### config.mk
export PLATFORM = sky130hd
export DESIGN_NAME = mem_lsu_flat
export DESIGN_NICKNAME = d
export VERILOG_FILES = /design/src/rtl/rv32_pkg.sv /design/src/rtl/mem_lsu_if.sv /design/src/rtl/lsu_align.sv /design/src/rtl/mem_lsu.sv /design/src/flat_wrapper.sv
export SDC_FILE = /design/constraint.sdc
export NUM_CORES = 1
export LEC_CHECK = 0
export CAP_MARGIN = 30
export CORE_MARGIN = 1
export CORE_UTILIZATION = 44
export DETAILED_ROUTE_END_ITERATION = 7
export PLACE_DENSITY_LB_ADDON = 0.1
export SLEW_MARGIN = 10
export SYNTH_ARGS = -nofsm -noshare
export SYNTH_HDL_FRONTEND = slang
export SYNTH_HIERARCHICAL = 1
export SYNTH_SLANG_ARGS = --single-unit
### constraint.sdc
create_clock -name clk -period 2.51 [get_ports clk]
set_input_delay 0.502 -clock clk [delete_from_list [all_inputs] [get_ports clk]]
set_output_delay 0.502 -clock clk [all_outputs]
set_load 0.01 [all_outputs]
### src/rtl/rv32_pkg.sv
// Shared RV32 load/store definitions: funct3 encodings, trap cause codes
// and the LSU state type.
package rv32_pkg;

    // funct3 size/sign encodings for loads (stores use the first three)
    localparam logic [2:0] F3_B  = 3'b000;
    localparam logic [2:0] F3_H  = 3'b001;
    localparam logic [2:0] F3_W  = 3'b010;
    localparam logic [2:0] F3_BU = 3'b100;
    localparam logic [2:0] F3_HU = 3'b101;

    // mcause exception codes raised by the LSU
    localparam logic [3:0] CAUSE_ILLEGAL     = 4'd2;
    localparam logic [3:0] CAUSE_LD_MISALIGN = 4'd4;
    localparam logic [3:0] CAUSE_LD_FAULT    = 4'd5;
    localparam logic [3:0] CAUSE_ST_MISALIGN = 4'd6;
    localparam logic [3:0] CAUSE_ST_FAULT    = 4'd7;

    typedef enum logic [1:0] {
        LSU_IDLE,
        LSU_BUSY,
        LSU_RESP,
        LSU_EXC
    } lsu_state_e;

endpackage

### src/rtl/mem_lsu_if.sv
// Single-outstanding req/ready data-memory bus between the LSU and memory.
interface mem_lsu_if;

    logic        req;
    logic        we;
    logic [31:0] addr;
    logic [3:0]  be;
    logic [31:0] wdata;
    logic        ready;
    logic [31:0] rdata;

    modport master (
        output req, we, addr, be, wdata,
        input  ready, rdata
    );

    modport slave (
        input  req, we, addr, be, wdata,
        output ready, rdata
    );

endinterface

### src/rtl/lsu_align.sv
// Combinational lane logic: byte enables and replicated store data for a
// request, alignment/funct3 legality check, and lane select plus
// sign/zero extension of returned load words.
module lsu_align
    import rv32_pkg::*;
(
    input  logic        is_store,
    input  logic [2:0]  req_funct3,
    input  logic [1:0]  req_off,
    input  logic [31:0] store_data,
    output logic [3:0]  be,
    output logic [31:0] wdata,
    output logic        fault,
    output logic [3:0]  cause,
    input  logic [2:0]  rsp_funct3,
    input  logic [1:0]  rsp_off,
    input  logic [31:0] rdata,
    output logic [31:0] load_ext
);

    // Request side: lanes, store replication and fault classification
    always_comb begin
        be    = '0;
        wdata = '0;
        fault = 1'b0;
        cause = '0;
        if (is_store) begin
            case (req_funct3)
                F3_B: begin
                    be    = 4'b0001 << req_off;
                    wdata = {4{store_data[7:0]}};
                end
                F3_H: begin
                    if (req_off[0]) begin
                        fault = 1'b1;
                        cause = CAUSE_ST_MISALIGN;
                    end else begin
                        be    = 4'b0011 << {req_off[1], 1'b0};
                        wdata = {2{store_data[15:0]}};
                    end
                end
                F3_W: begin
                    if (req_off != 2'b00) begin
                        fault = 1'b1;
                        cause = CAUSE_ST_MISALIGN;
                    end else begin
                        be    = 4'hF;
                        wdata = store_data;
                    end
                end
                default: begin
                    fault = 1'b1;
                    cause = CAUSE_ILLEGAL;
                end
            endcase
        end else begin
            case (req_funct3)
                F3_B, F3_BU: be = 4'b0001 << req_off;
                F3_H, F3_HU: begin
                    if (req_off[0]) begin
                        fault = 1'b1;
                        cause = CAUSE_LD_MISALIGN;
                    end else begin
                        be = 4'b0011 << {req_off[1], 1'b0};
                    end
                end
                F3_W: begin
                    if (req_off != 2'b00) begin
                        fault = 1'b1;
                        cause = CAUSE_LD_MISALIGN;
                    end else begin
                        be = 4'hF;
                    end
                end
                default: begin
                    fault = 1'b1;
                    cause = CAUSE_ILLEGAL;
                end
            endcase
        end
    end

    logic [7:0]  lane_b;
    logic [15:0] lane_h;

    // Response side: pick the addressed lane and extend to 32 bits
    always_comb begin
        lane_b   = '0;
        lane_h   = '0;
        load_ext = rdata;
        case (rsp_off)
            2'd0:    lane_b = rdata[7:0];
            2'd1:    lane_b = rdata[15:8];
            2'd2:    lane_b = rdata[23:16];
            default: lane_b = rdata[31:24];
        endcase
        lane_h = rsp_off[1] ? rdata[31:16] : rdata[15:0];
        case (rsp_funct3)
            F3_B:    load_ext = {{24{lane_b[7]}}, lane_b};
            F3_BU:   load_ext = {24'h0, lane_b};
            F3_H:    load_ext = {{16{lane_h[15]}}, lane_h};
            F3_HU:   load_ext = {16'h0, lane_h};
            default: load_ext = rdata;
        endcase
    end

endmodule

### src/rtl/mem_lsu.sv
// MEM-stage load/store unit: issues one data-memory transfer at a time,
// stalls the pipeline while it is in flight, returns extended load data
// and raises misalign/illegal/timeout traps towards the CSR unit.
module mem_lsu
    import rv32_pkg::*;
#(
    parameter int unsigned TIMEOUT = 16
) (
    input  logic        clk,
    input  logic        rst,
    input  logic        mem_read,
    input  logic        mem_write,
    input  logic [2:0]  funct3,
    input  logic [31:0] addr,
    input  logic [31:0] store_data,
    input  logic [31:0] pc,
    input  logic        lsu_flush,
    mem_lsu_if.master   dmem,
    output logic [31:0] load_data,
    output logic        load_valid,
    output logic        lsu_stall,
    output logic [3:0]  cause_out,
    output logic        cause_set,
    output logic        mepc_set,
    output logic [29:0] exc_addr
);

    localparam int unsigned CNT_W = $clog2(TIMEOUT + 1);
    localparam logic [CNT_W-1:0] CNT_LAST = CNT_W'(TIMEOUT - 1);

    lsu_state_e       state, state_next;
    logic [CNT_W-1:0] cnt;
    logic [2:0]       f3_q;
    logic [1:0]       off_q;
    logic             flushed_q;

    logic             op_presented;
    logic [3:0]       req_be;
    logic [31:0]      req_wdata;
    logic             req_fault;
    logic [3:0]       req_cause;
    logic [31:0]      load_ext;

    // pc is word-aligned for trap reporting; its low bits carry no information
    logic unused_pc_lsb;
    assign unused_pc_lsb = &{1'b0, pc[1:0]};

    assign op_presented = (mem_read | mem_write) && !lsu_flush;

    lsu_align u_align (
        .is_store   (mem_write),
        .req_funct3 (funct3),
        .req_off    (addr[1:0]),
        .store_data (store_data),
        .be         (req_be),
        .wdata      (req_wdata),
        .fault      (req_fault),
        .cause      (req_cause),
        .rsp_funct3 (f3_q),
        .rsp_off    (off_q),
        .rdata      (dmem.rdata),
        .load_ext   (load_ext)
    );

    // State register
    always_ff @(posedge clk) begin
        if (rst) state <= LSU_IDLE;
        else     state <= state_next;
    end

    // Next-state decode plus combinational stall and one-cycle pulses
    always_comb begin
        state_next = state;
        lsu_stall  = 1'b0;
        load_valid = 1'b0;
        cause_set  = 1'b0;
        mepc_set   = 1'b0;
        case (state)
            LSU_IDLE: begin
                if (op_presented) begin
                    lsu_stall  = 1'b1;
                    state_next = req_fault ? LSU_EXC : LSU_BUSY;
                end
            end
            LSU_BUSY: begin
                lsu_stall = 1'b1;
                if (dmem.ready) begin
                    state_next = LSU_RESP;
                end else if (cnt == CNT_LAST) begin
                    // a killed op that times out is dropped silently
                    state_next = (flushed_q || lsu_flush) ? LSU_IDLE : LSU_EXC;
                end
            end
            LSU_RESP: begin
                load_valid = !dmem.we && !flushed_q && !lsu_flush;
                state_next = LSU_IDLE;
            end
            LSU_EXC: begin
                cause_set  = !lsu_flush;
                mepc_set   = !lsu_flush;
                state_next = LSU_IDLE;
            end
            default: state_next = LSU_IDLE;
        endcase
    end

    // Bus outputs, response data, trap info and the timeout counter
    always_ff @(posedge clk) begin
        if (rst) begin
            dmem.req   <= 1'b0;
            dmem.we    <= 1'b0;
            dmem.addr  <= '0;
            dmem.be    <= '0;
            dmem.wdata <= '0;
            load_data  <= '0;
            cause_out  <= '0;
            exc_addr   <= '0;
            cnt        <= '0;
            f3_q       <= '0;
            off_q      <= '0;
            flushed_q  <= 1'b0;
        end else begin
            case (state)
                LSU_IDLE: begin
                    if (op_presented) begin
                        exc_addr  <= pc[31:2];
                        flushed_q <= 1'b0;
                        cnt       <= '0;
                        if (req_fault) begin
                            cause_out <= req_cause;
                        end else begin
                            dmem.req   <= 1'b1;
                            dmem.we    <= mem_write;
                            dmem.addr  <= {addr[31:2], 2'b00};
                            dmem.be    <= req_be;
                            dmem.wdata <= req_wdata;
                            f3_q       <= funct3;
                            off_q      <= addr[1:0];
                        end
                    end
                end
                LSU_BUSY: begin
                    if (lsu_flush) flushed_q <= 1'b1;
                    if (dmem.ready) begin
                        dmem.req  <= 1'b0;
                        load_data <= load_ext;
                        cnt       <= '0;
                    end else if (cnt == CNT_LAST) begin
                        dmem.req  <= 1'b0;
                        cause_out <= dmem.we ? CAUSE_ST_FAULT : CAUSE_LD_FAULT;
                        cnt       <= '0;
                    end else begin
                        cnt <= cnt + CNT_W'(1);
                    end
                end
                default: ;
            endcase
        end
    end

endmodule

### src/flat_wrapper.sv
// flat-port wrapper written by rule: the top's interface ports become plain ports
module mem_lsu_flat import rv32_pkg::*;
#(
    parameter int unsigned TIMEOUT = 16
)
  (clk, rst, mem_read, mem_write, funct3, addr, store_data, pc, lsu_flush, load_data, load_valid, lsu_stall, cause_out, cause_set, mepc_set, exc_addr, dmem_req, dmem_we, dmem_addr, dmem_be, dmem_wdata, dmem_ready, dmem_rdata);
  mem_lsu_if dmem_i ();
  input  logic clk;
  input  logic rst;
  input  logic mem_read;
  input  logic mem_write;
  input  logic [2:0] funct3;
  input  logic [31:0] addr;
  input  logic [31:0] store_data;
  input  logic [31:0] pc;
  input  logic lsu_flush;
  output logic [31:0] load_data;
  output logic load_valid;
  output logic lsu_stall;
  output logic [3:0] cause_out;
  output logic cause_set;
  output logic mepc_set;
  output logic [29:0] exc_addr;
  output wire logic [$bits(dmem_i.req)-1:0] dmem_req;
  output wire logic [$bits(dmem_i.we)-1:0] dmem_we;
  output wire logic [$bits(dmem_i.addr)-1:0] dmem_addr;
  output wire logic [$bits(dmem_i.be)-1:0] dmem_be;
  output wire logic [$bits(dmem_i.wdata)-1:0] dmem_wdata;
  input wire logic [$bits(dmem_i.ready)-1:0] dmem_ready;
  input wire logic [$bits(dmem_i.rdata)-1:0] dmem_rdata;
  assign dmem_req = dmem_i.req;
  assign dmem_we = dmem_i.we;
  assign dmem_addr = dmem_i.addr;
  assign dmem_be = dmem_i.be;
  assign dmem_wdata = dmem_i.wdata;
  assign dmem_i.ready = dmem_ready;
  assign dmem_i.rdata = dmem_rdata;
  mem_lsu #(.TIMEOUT(TIMEOUT)) u_core (.clk(clk), .rst(rst), .mem_read(mem_read), .mem_write(mem_write), .funct3(funct3), .addr(addr), .store_data(store_data), .pc(pc), .lsu_flush(lsu_flush), .dmem(dmem_i), .load_data(load_data), .load_valid(load_valid), .lsu_stall(lsu_stall), .cause_out(cause_out), .cause_set(cause_set), .mepc_set(mepc_set), .exc_addr(exc_addr));
endmodule
==> results.py, run 1 <==
metrics = {
    "place": {
        "place.gp.congestion": 0.908,
        "placed_inst_area_sq_um": 9810,
        "numPlacedInstances": 1348,
        "detailedPlacementHpwl_microns": 15000,
        "numPortBuffers": 272,
        "place_worst_setup_slack_ns": -0.0264,
    },
    "critical_path": {
        "r2r_start": "u_core/off_q[0]$_SDFFE_PP0P_",
        "timing.critical_path.depth": 5,
        "destination_of_the_critical_timing_path": "lsu_stall",
        "start_kind": "primary input",
        "crit_top_cell": "sky130_fd_sc_hd__clkdlybuf4s50_1",
        "timing.reg2reg.worst_path_depth": 5,
        "critPathSlowestCell": "sky130_fd_sc_hd__clkdlybuf4s50_1",
        "critPathRequiredTime_ns": 2.01,
        "worst_path_arrival_time_ns": 1.96,
        "critical_path.max_fanout": 4,
        "cpPeakStageDelay_ns": 0.54,
        "path_delay_family": "buffers and inverters",
        "criticalPathCategory": "primary input to output port",
        "regToRegSetupSlack_ns": 0.46,
        "crit_path_start": "lsu_flush",
        "critical_path.endpoint_type": "output port",
        "crit_chain": "clkdlybuf4s50_1 -> o21bai_1 -> a21o_1 -> inv_1 -> clkdlybuf4s50_1",
        "crit-reg2reg-capture": "u_core/load_data[16]$_SDFFE_PP0P_",
        "worst_path_buffer_plus_inverter_count": 3,
    },
    "final_layout": {
        "most-common-layout-cells": "sky130_fd_sc_hd__nand2_1, sky130_fd_sc_hd__clkdlybuf4s50_1, sky130_fd_sc_hd__a21oi_1, sky130_fd_sc_hd__dfxtp_1, sky130_fd_sc_hd__nor2_1",
        "finalNetCount": 1294,
        "final_common_cell": "sky130_fd_sc_hd__nand2_1",
        "final_core_utilization": 0.678,
        "antenna-diode-count": 0,
        "multiInputGateArea_sq_um": 3470,
        "areaGrowthSynthToFinish_pct": 49.6,
        "filler_free_cell_count_of_the_finished_design": 1379,
        "regArea_sq_um": 2940,
        "layout.filler_cells": 1356,
        "stdcell_area_sq_um": 10300,
        "drive_gt1_frac": 0.0762,
    },
    "synth": {
        "synth.avg_cell_area_sq_um": 7.63,
        "synth_enable_flop_cells": 0,
        "synth_sequential_area_ratio": 0.426,
        "syn_area_sq_um": 6910,
        "yosysWarningCount": 6,
        "synth.distinct_cells": 59,
        "synthFlopType": "sky130_fd_sc_hd__dfxtp_1",
        "async_reset_ff_frac": 0,
        "postSynthRegisterBits": 147,
        "synth_cells": 906,
    },
    "cts": {
        "cts_tree": "yes",
        "cts.reportedPaths.clkPinSlew_ns": 0.06,
        "max-clock-path-buffers": 2,
        "clock-sinks": 147,
        "clock_latency_ns": 0.42,
        "numCtsBuffers": 17,
        "cts-root-buf": "sky130_fd_sc_hd__clkbuf_16",
        "cts.htree.levels": 4,
    },
    "sta": {
        "setup_viol": 0,
        "timing.slew.headroom": 0.486,
        "worst_pin_slew_ns": 0.771,
        "drv_slew": 0,
        "hold_violations": 0,
        "fin_worst_setup_slack_ns": 0.0507,
        "achievable-frequency_mhz": 407,
        "final.period_utilization": 0.980,
        "grt_setup_unrepaired": "false",
        "layout_min_cycle_time_ns": 2.46,
        "skew_ns": 0.00794,
    },
    "drt": {
        "route.detailed.vias_per_inst": 5.17,
        "route.final.wire_length_microns": 21300,
        "route.vias.total": 7133,
        "postRouteAntennaNets": 0,
        "post-route-drc-count": 0,
        "detailedRoute.firstPassIterationCount": 8,
        "drt_iter0_drc": 554,
        "route.detailed.wl_per_inst_microns": 15.4,
    },
    "job": {
        "timing.max_cap.violations": 0,
    },
    "floorplanning": {
        "die_height_microns": 127,
        "ios": 277,
        "initial_utilization": 0.453,
        "core-area_sq_um": 15300,
        "die-area_sq_um": 16200,
        "rows": 45,
        "chip_width_microns": 127,
    },
    "grt": {
        "grt_overflow_total": 0,
        "grt_first_pass_wirelength_microns": 33300,
        "grt_max_degree": 59,
        "grt_antenna_before_repair": 0,
        "groute.usage.overall": 0.260,
        "grt_pass1_vias": 6635,
    },
    "outcome": {
        "result_of_the_run": "finished clean",
    },
    "power": {
        "worst_voltage_drop_across_the_vdd_grid_mv": 0.429,
        "p_leak_nw": 3.63,
        "power-per-cell-area_nw_per_um2": 561,
    },
    "min_path": {
        "holdCritPathClass": "flip-flop to flip-flop",
    },
}
timing repair:
action,CTS,global route
setup endpoints to repair,1,1
hold buffers,0,0
gates resized for setup,1,1
buffers inserted,0,0
pin swaps,0,0
area by class of cell:
| cell class | instances | area share |
|---|---|---|
| clock buffers | 20 | 0.0432 |
| clock inverters | 11 | 0.00799 |
| inverters | 16 | 0.00581 |
| multi-input cells | 667 | 0.336 |
| flip-flops and latches | 147 | 0.285 |
| well taps | 211 | 0.0255 |
| repair buffers | 307 | 0.297 |
worst min-delay path, stage by stage, from the launching register on:
cell and delay (ns):
sky130_fd_sc_hd__dfxtp_1 0.30, sky130_fd_sc_hd__nand2_1 0.05, sky130_fd_sc_hd__a21oi_1 0.05
layer usage:
metal / global-route usage / share of wire / wire, microns / vias to the layer above
met3: 0.0888 / 0.093 / 1980 / 34
met2: 0.429 / 0.47 / 10100 / 278
li1: - / - / - / 3568
met4: 0.102 / 0.023 / 500 / 0
met1: 0.311 / 0.41 / 8740 / 3253
met5: 0 / 0 / 0 / -
worst min path at each step:
stage                                      from                          endpoint  slack (ns)  cells past startpoint
6_report       u_core/exc_addr[22]$_SDFFE_PP0P_  u_core/exc_addr[22]$_SDFFE_PP0P_        0.45                      2
2_1_floorplan       u_core/f3_q[2]$_SDFFE_PP0P_       u_core/f3_q[2]$_SDFFE_PP0P_        0.44                      2
4_1_cts         u_core/exc_addr[0]$_SDFFE_PP0P_   u_core/exc_addr[0]$_SDFFE_PP0P_        0.45                      2
3_3_place_gp   u_core/exc_addr[27]$_SDFFE_PP0P_  u_core/exc_addr[27]$_SDFFE_PP0P_        0.44                      2
5_1_grt        u_core/dmem.addr[5]$_SDFFE_PP0P_  u_core/dmem.addr[5]$_SDFFE_PP0P_        0.47                      2
3_5_place_dp   u_core/load_data[0]$_SDFFE_PP0P_  u_core/load_data[0]$_SDFFE_PP0P_        0.45                      2
logic make-up after synthesis:
family          count (synthesis)  share of synthesized area
compound gates                256                      0.217
xor+xnor                        2                    0.00253
fa+ha+maj                       1                    0.00181
buf+inv                        94                     0.0742
flops                         147                      0.426
mux                            11                     0.0306
other cells                     2                    0.00109
simple gates                  393                      0.248
power by group:
group | leakage [nW] | switching, W | internal, W
Clock | 0.250 | 0.00101 | 0.00129
Sequential | 1.19 | 0.0000479 | 0.00242
Combinational | 2.19 | 0.000500 | 0.000542
Total | 3.63 | 0.00156 | 0.00425
Yosys cell counts, drive strengths merged, types with 7 or more instances:
| master | number | area, sq um |
|---|---|---|
| o21ai | 26 | 130 |
| o22ai | 8 | 50.1 |
| a21oi | 169 | 850 |
| a221o | 8 | 80.1 |
| nand2 | 286 | 1070 |
| nand3 | 23 | 120 |
| dfxtp | 147 | 2940 |
| buf | 53 | 359 |
| clkbuf | 25 | 93.8 |
| nor3b | 11 | 92.6 |
| inv | 16 | 60.1 |
| nor2 | 34 | 128 |
| a311oi | 7 | 61.3 |
| and3b | 8 | 70.1 |
| a22o | 7 | 61.3 |
| mux4 | 8 | 180 |
| a32oi | 8 | 70.1 |
| nor2b | 10 | 65.1 |
flip-flops by register name, indices dropped and copies added, names as in the netlist:
name               flops
u_core/dmem.wdata     32
u_core/exc_addr       30
u_core/state           2
u_core/cnt             5
u_core/off_q           2
u_core/flushed_q       1
u_core/dmem.req        1
u_core/cause_out       4
u_core/f3_q            3
u_core/dmem.addr      30
u_core/dmem.be         4
u_core/dmem.we         1
u_core/load_data      32
metrics by stage:
step	total power (W)	hold slack (ns)	TNS, ns
after floorplan	0.00303	0.436	0
after global placement	0.00355	0.441	-0.0115
after detailed placement	0.00356	0.446	-0.182
after CTS	0.00586	0.454	0
after global routing	0.00605	0.467	0
final	0.00581	0.452	0
No activity file was read; power rests on OpenSTA's default activity.
==> run 2: changes to the inputs <==
Settings changed: CORE_UTILIZATION 44 to 40, MAX_ROUTING_LAYER set to met4, SKIP_CTS_REPAIR_TIMING set to 1.
Clock period 2.51 ns to 2 ns, I/O delays scaled along.
==> run 2 against run 1 <==
  * Clock power rose by 47%
  * Flip-flop and latch count did not move
  * Combinational power rose by 32%
  * Highest routed layer unchanged
==> results.py, run 2 (synthesis gave the netlist of run 1 again) <==
metrics = {
    "critical_path": {
        "critPathRequiredTime_ns": 1.60,
        "criticalPathCategory": "primary input to output port",
        "critical_path.endpoint_type": "output port",
        "crit_chain": "clkdlybuf4s50_1 -> o21bai_1 -> a21o_1 -> inv_1 -> dlymetal6s2s_1",
        "worst_path_arrival_time_ns": 1.44,
        "start_kind": "primary input",
        "cpPeakStageDelay_ns": 0.43,
        "critical_path.max_fanout": 3,
        "critPathSlowestCell": "sky130_fd_sc_hd__clkdlybuf4s50_1",
    },
    "grt": {
        "grt_first_pass_wirelength_microns": 34800,
        "grt_max_degree": 64,
        "grt_overflow_total": 0,
        "grt_antenna_before_repair": 0,
        "grt_pass1_vias": 6929,
        "groute.usage.overall": 0.255,
    },
    "sta": {
        "worst_pin_slew_ns": 0.764,
        "grt_setup_unrepaired": "false",
        "setup_viol": 0,
        "hold_violations": 0,
        "skew_ns": 0.00627,
        "timing.hold.ws_ns": 0.409,
        "drv_slew": 0,
        "layout_min_cycle_time_ns": 1.84,
        "timing.slew.headroom": 0.490,
        "final.period_utilization": 0.922,
        "setup_tns_ns": 0,
        "achievable-frequency_mhz": 542,
    },
    "drt": {
        "drt_iter0_drc": 470,
        "detailedRoute.firstPassIterationCount": 4,
        "route.final.wire_length_microns": 21900,
        "route.vias.total": 7336,
        "post-route-drc-count": 0,
        "route.detailed.vias_per_inst": 5.15,
        "route.detailed.wl_per_inst_microns": 15.4,
        "postRouteAntennaNets": 0,
    },
    "final_layout": {
        "final_common_cell": "sky130_fd_sc_hd__nand2_1",
        "most-common-layout-cells": "sky130_fd_sc_hd__nand2_1, sky130_fd_sc_hd__clkdlybuf4s50_1, sky130_fd_sc_hd__a21oi_1, sky130_fd_sc_hd__dfxtp_1, sky130_fd_sc_hd__buf_4",
        "areaGrowthSynthToFinish_pct": 55.6,
        "filler_free_cell_count_of_the_finished_design": 1424,
        "top_regs": "u_core/dmem.wdata: 32 flops, u_core/load_data: 32 flops",
        "drive_gt1_frac": 0.106,
        "antenna-diode-count": 0,
        "finalNetCount": 1329,
        "final_core_utilization": 0.644,
    },
    "place": {
        "numPlacedInstances": 1392,
        "place.gp.congestion": 0.908,
        "detailedPlacementHpwl_microns": 15800,
        "numPortBuffers": 272,
    },
    "floorplanning": {
        "core-area_sq_um": 16700,
        "die_height_microns": 133,
        "die-area_sq_um": 17800,
        "rows": 47,
        "initial_utilization": 0.414,
        "chip_width_microns": 133,
        "ios": 277,
    },
    "power": {
        "power-per-cell-area_nw_per_um2": 729,
        "worst_voltage_drop_across_the_vdd_grid_mv": 0.596,
        "p_leak_nw": 3.92,
    },
    "cts": {
        "clock_latency_ns": 0.42,
        "clock-sinks": 147,
        "cts-root-buf": "sky130_fd_sc_hd__clkbuf_16",
        "numCtsBuffers": 17,
        "cts.htree.levels": 4,
        "cts_tree": "yes",
        "max-clock-path-buffers": 2,
        "cts.reportedPaths.clkPinSlew_ns": 0.06,
    },
    "outcome": {
        "result_of_the_run": "finished clean",
    },
    "job": {
        "timing.max_cap.violations": 0,
    },
    "min_path": {
        "holdCritPathClass": "primary input to flip-flop",
    },
}
[run 2: cell types whose count changed in the layout (fill, tap and decap cells not counted), moves of 2 or more]
cell,delta
sky130_fd_sc_hd__buf_12,+2
sky130_fd_sc_hd__clkbuf_1,-2
sky130_fd_sc_hd__dlymetal6s2s_1,+4
sky130_fd_sc_hd__buf_4,+33
sky130_fd_sc_hd__clkdlybuf4s50_1,-3
sky130_fd_sc_hd__clkinvlp_4,-2
sky130_fd_sc_hd__bufinv_16,+3
[run 2: worst paths after layout]
check / end / start / slack [ns] / depth (start not counted)
setup reg to reg: u_core/load_data[6]$_SDFFE_PP0P_ / u_core/f3_q[0]$_SDFFE_PP0P_ / 0.20 / 5
hold reg to reg: u_core/load_data[17]$_SDFFE_PP0P_ / u_core/load_data[17]$_SDFFE_PP0P_ / 0.45 / 2
hold / removal: u_core/cnt[0]$_SDFFE_PP0P_ / rst / 0.41 / 2
setup / recovery: lsu_stall / lsu_flush / 0.16 / 5
[run 2: stage by stage]
stage,worst slack [ns],total power (W),cell area (sq um)
after floorplan,0.0252,0.00380,6920
after global placement,-0.337,0.00451,10100
after detailed placement,-0.319,0.00452,10100
after CTS,-0.322,0.00792,10700
after global routing,0.0400,0.00817,10800
final,0.157,0.00784,10800
[run 2: worst max-delay path: cells and delay by family]
| family | cells | cell delay [ns] |
|---|---|---|
| buffers and inverters | 3 | 0.63 |
| AO/OA/AOI/OAI | 2 | 0.40 |
[run 2: layout make-up]
cell class,instances,area [sq um]
Fill cell,1502,5940
Inverter,16,60.1
Clock inverter,13,173
Timing Repair Buffer,342,3370
Clock buffer,19,453
Sequential cell,147,2940
Multi-Input combinational cell,667,3480
Tap cell,220,275
[run 2: power breakdown]
part           total (W)  switching [W]  internal [W]
Sequential       0.00310      0.0000605       0.00303
Clock            0.00337        0.00132       0.00205
Combinational    0.00137       0.000643      0.000728
Total            0.00784        0.00202       0.00581
[run 2: per-layer routing]
metal,GRT usage,share of wire,vias to the layer above
li1,-,-,3647
met1,0.295,0.41,3375
met2,0.413,0.48,278
met3,0.0772,0.083,36
met4,0.104,0.024,0
met5,-,0,-
